[src/rtl/mem_arbiter.sv]
// mem_arbiter: round-robin single-port RAM arbiter for fetch/data ports (req/ready) onto one bus (en/ack) with timeout, error flag and stall request
module mem_arbiter #(
  parameter int TIMEOUT = 16
) (
  input  logic        clk,
  input  logic        rst,
  input  logic        inst_req,
  input  logic [31:0] inst_addr,
  output logic [31:0] inst_rdata,
  output logic        inst_ready,
  input  logic        data_req,
  input  logic        data_write_en,
  input  logic [3:0]  data_write_sel,
  input  logic [31:0] data_addr,
  input  logic [31:0] data_write_data,
  output logic [31:0] data_rdata,
  output logic        data_ready,
  output logic        bus_en,
  output logic        bus_write_en,
  output logic [3:0]  bus_write_sel,
  output logic [31:0] bus_addr,
  output logic [31:0] bus_write_data,
  input  logic [31:0] bus_rdata,
  input  logic        bus_ack,
  output logic        bus_error,
  output logic        stall_request
);
  typedef enum logic [1:0] {IDLE, INST, DATA, RESP} state_t;
  state_t state, state_n;
  logic last_data, pick_data, store, expired, done;
  logic [7:0] cnt;
  assign stall_request = (inst_req & ~inst_ready) | (data_req & ~data_ready);
  always_comb begin
    pick_data = data_req & ~(inst_req & last_data);
    store = pick_data & data_write_en;
    expired = cnt == 8'(TIMEOUT - 1);
    done = bus_ack | expired;
    state_n = state;
    case (state)
      IDLE: state_n = pick_data ? DATA : inst_req ? INST : IDLE;
      INST, DATA: state_n = done ? RESP : state;
      default: state_n = IDLE;
    endcase
  end
  always_ff @(posedge clk) begin
    if (rst) begin
      state <= IDLE;
      last_data <= 1'b0;
      cnt <= '0;
      bus_en <= 1'b0;
      bus_write_en <= 1'b0;
      bus_write_sel <= '0;
      bus_addr <= '0;
      bus_write_data <= '0;
      inst_rdata <= '0;
      data_rdata <= '0;
      inst_ready <= 1'b0;
      data_ready <= 1'b0;
      bus_error <= 1'b0;
    end else begin
      state <= state_n;
      inst_ready <= 1'b0;
      data_ready <= 1'b0;
      case (state)
        IDLE: if (state_n != IDLE) begin
          bus_en <= 1'b1;
          cnt <= '0;
          bus_addr <= pick_data ? data_addr : inst_addr;
          bus_write_en <= store;
          bus_write_sel <= store ? data_write_sel : 4'd0;
          bus_write_data <= store ? data_write_data : 32'd0;
        end
        INST, DATA: begin
          cnt <= cnt + 8'd1;
          if (done) begin
            bus_en <= 1'b0;
            bus_error <= ~bus_ack;
            inst_ready <= state == INST;
            data_ready <= state == DATA;
            if (state == INST) inst_rdata <= bus_ack ? bus_rdata : 32'd0;
            else data_rdata <= (bus_ack & ~bus_write_en) ? bus_rdata : 32'd0;
          end
        end
        default: last_data <= data_ready;
      endcase
    end
  end
endmodule

[config.mk]
export PLATFORM = sky130hd
export DESIGN_NAME = mem_arbiter
export DESIGN_NICKNAME = d
export VERILOG_FILES = /design/src/rtl/mem_arbiter.sv
export SDC_FILE = /design/constraint.sdc
export NUM_CORES = 1
export LEC_CHECK = 0
export BUFFER_PORTS_ARGS = -buffer_cell sky130_fd_sc_hd__buf_2
export CAP_MARGIN = 10
export CORE_ASPECT_RATIO = 1.2
export CORE_UTILIZATION = 50
export DETAILED_ROUTE_END_ITERATION = 10
export GPL_TIMING_DRIVEN = 0
export PLACE_DENSITY = 0.94
export RECOVER_POWER = 50
export SLEW_MARGIN = 30
export SYNTH_ARGS = -nofsm -noshare
export SYNTH_HDL_FRONTEND = slang
export SYNTH_SLANG_ARGS = --single-unit
[constraint.sdc]
create_clock -name clk -period 5.7 [get_ports clk]
set_input_delay 0.57 -clock clk [delete_from_list [all_inputs] [get_ports clk]]
set_output_delay 0.57 -clock clk [all_outputs]
set_load 0.02 [all_outputs]
==> flow_summary_export.csv <==
group,metric,value,unit
critical_path,worstPathCellList,"inv_1, ha_1, clkbuf_1, nor4b_1, a211oi_2, a21oi_1, buf_2, clkbuf_1, o21ai_0",
synthesis,post_synth.cell_area_avg,9.343,sq um
synthesis,synth_edf_count,0,
critical_path,crit_path_max_incr_delay,0.68,ns
global_route,wire_length_of_the_first_global_routing_pass,28120,um
critical_path,setup.worst_path.end_class,"flop",
clocking,cts_tree,"built",
clocking,clock_sinks,148,
critical_path,worst-path-max-fanout,10,
sta,period_minus_slack,3.324,ns
pwr,cellLeakagePower,3.046,nW
critical_path,timing.critical_path.buf_inv,4,
sta,final_setup_violating_endpoints,0,
clocking,path_clk_slew,0.06,ns
sta,timing.final.crit_share,0.5832,
placement,place_area,0.007352,sq mm
synthesis,yosys_warnings,0,
detailed_routing,firstDrtPassIters,5,
global_route,grt_start_max_net_pins,17,
run_status,outcome,"finished, final reports clean",
detailed_routing,post_drt_via_cell_ratio,5.348,
critical_path,cp_data_required_time,5.98,ns
global_route,grt_util_all_layers,0.3040,
critical_path,cpMaxStageDelayCell,"sky130_fd_sc_hd__nor4b_1",
pwr,powerDensity,444.9,mW/mm^2
critical_path,critPathLaunchType,"flop",
layout,drive_gt1_frac,0.2076,
placement,port-buffer-count,275,
global_route,antenna_found_initial,3,
flow_run,number_of_max_cap_violations,0,
sta,final.setup_skew,0.01097,ns
clocking,clock_tree.buffer_depth,2,
clocking,clock_insertion_delay_worst_skew,0.42,ns
layout,fill_cells,973,
critical_path,critical-path-top-cell-by-count,"sky130_fd_sc_hd__clkbuf_1",
detailed_routing,final_antenna_net_count,0,
synthesis,ys_ff_latch,148,
worst_hold_path,min_path_type,"input pin to flop",
critical_path,critPathArrivalTime,3.60,ns
sta,max_freq,0.3008,GHz
placement,hpwl,13680,um
layout,signed_area_change_from_the_synthesized_netlist_to_the_final_layout,34.05,%
floorplanning,placeableCoreArea,0.01114,sq mm
sta,rsz_0062_raised_after_global_routing,"no",
placement,gpl.final_weighted_congestion,0.8306,
sta,timing.slew.headroom,0.4775,
floorplanning,io_pins,276,
sta,finalMaxSlewViolations,0,
clocking,cts_root_buf,"sky130_fd_sc_hd__clkbuf_16",
synthesis,mappedNetlistNets,762,
synthesis,synth.yosys.seq_area_share,0.5123,
layout,final_cell_area,0.007752,sq mm
clocking,cts.repair_timing.setup_buffer_count,0,
detailed_routing,drt_iter0_drc,339,
detailed_routing,routedWlPerCell,16.84,um
critical_path,cell_type_group_with_the_largest_total_delay_on_the_critical_path,"buffers and inverters",
clocking,numCtsBuffers,17,
synthesis,synthesis.area,0.005783,sq mm
detailed_routing,postRouteWirelength,18220,um
critical_path,criticalPathCategory,"flop to flop",
detailed_routing,num_vias,5787,
detailed_routing,remaining_drc_errors,0,
layout,seq_area,0.002963,sq mm
floorplanning,dieArea,0.01200,sq mm
sta,timing_hold_violations_final,0,
floorplanning,placement_rows,42,
pwr,ir_worst_vdd,0.0002594,V
synthesis,dominantRegCellSynth,"sky130_fd_sc_hd__dfxtp_1",
sta,slew_at_the_pin_closest_to_its_max_slew_limit,0.7729,ns
floorplanning,chipWidth,100.2,um
clocking,gates_resized_cts_repair,0,
clocking,post_cts_hold_buffer_count,0,
clocking,htree_levels,4,
synthesis,synth-async-reset-ratio,0,
layout,multi_input_area,0.002530,sq mm
synthesis,synthesis.instances,619,
floorplanning,die_h,119.8,um
global_route,grt_pass1_vias,5790,
layout,finalNetCount,1056,
synthesis,synth_cell_type_count,40,
floorplanning,initial_cell_density_of_the_core,0.5191,
sta,total_negative_setup_slack,0,ns
global_route,gr-total-overflow,0,
==> placed cells by master, fill, tap and decap left out, drive strengths merged, types with 33 or more instances in the layout <==
cell,netlist,layout
o21ai,39,39
dfxtp,148,148
mux2i,33,33
a21oi,42,42
nand3,72,72
nor2,38,38
a211oi,37,37
buf,23,158
nand2b,43,43
clkbuf,33,193
nand2,39,39
==> per-stage QoR <==
stage	util	hold WS, ns	worst slack (ns)	cells	power [mW]
2_1_floorplan	-	0.4492	3.570	619	2.020
3_3_place_gp	0.6599	0.4354	2.993	1048	2.371
3_5_place_dp	0.6599	0.4414	2.873	1048	2.400
4_1_cts	0.7124	0.3518	2.883	1079	3.498
5_1_grt	0.6954	0.3667	2.031	1080	3.612
6_report	0.6959	0.3663	2.376	1082	3.449
==> final timing paths <==
kind,from,endpoint,slack [ns],cells after the start
max reg2reg,state[1]$_SDFF_PP0_,bus_write_data[25]$_SDFFE_PP0P_,2.38,9
max,state[1]$_SDFF_PP0_,bus_write_data[25]$_SDFFE_PP0P_,2.38,9
min,data_write_data[2],bus_write_data[2]$_SDFFE_PP0P_,0.37,3
min reg2reg,data_rdata[1]$_SDFFE_PP0P_,data_rdata[1]$_SDFFE_PP0P_,0.46,2
==> cell families after synthesis <==
| kind of cell | share of synthesized area |
|---|---|
| AOI/OAI and AO/OA | 0.1878 |
| adders and majority gates | 0.01082 |
| DFF | 0.5123 |
| muxes | 0.05712 |
| buffers and inverters | 0.04760 |
| and+or+nand+nor | 0.1843 |
==> area by class of cell <==
| cell class | count | area share |
|---|---|---|
| plain buffers | 56 | 0.03260 |
| flip-flops and latches | 148 | 0.3822 |
| clock buffers | 20 | 0.05891 |
| well taps | 154 | 0.02485 |
| diodes | 3 | 0.0009684 |
| multi-input cells | 410 | 0.3263 |
| inverters | 5 | 0.002421 |
| repair buffers | 275 | 0.1553 |
| clock inverters | 11 | 0.01646 |
==> power by group <==
group	switching (mW)	total, mW	internal [mW]
Combinational	0.734	1.06	0.330
Clock	0.436	1.10	0.667
Sequential	0.0901	1.28	1.19
==> state kept, by name (all words and copies together) (netlist names) <==
name and flops:
bus_write_data 32, bus_en 1, bus_write_sel 4, data_rdata 32, bus_write_en 1, bus_error 1, bus_addr 32, cnt 8
data_ready 1, inst_rdata 32, inst_ready 1, state 2, last_data 1
==> cells in the mapped netlist (all sizes together), types with 23 or more instances <==
master | count | area, sq um
a22o | 32 | 280.3
o21ai | 39 | 195.2
nand2b | 43 | 269.0
mux2i | 33 | 330.3
nor2 | 38 | 147.6
clkbuf | 33 | 123.9
nand3 | 72 | 360.4
a21oi | 42 | 214.0
a211oi | 37 | 292.8
dfxtp | 148 | 2963
nand2 | 39 | 146.4
buf | 23 | 132.6
==> layer usage <==
layer,GRT usage,vias to the layer above,wire length [um]
li1,-,2797,-
met1,0.3172,2689,6841
met2,0.5437,265,9178
met3,0.1054,36,1676
met4,0.1341,0,520
met5,0,-,0
==> worst min-delay path: cells and delay by family <==
kind | cells | cell delay [ns]
AND/OR/NAND/NOR | 1 | 0.05
AO/OA/AOI/OAI | 1 | 0.06
buffers and inverters | 1 | 0.07
No activity file was read; power rests on OpenSTA's default activity.
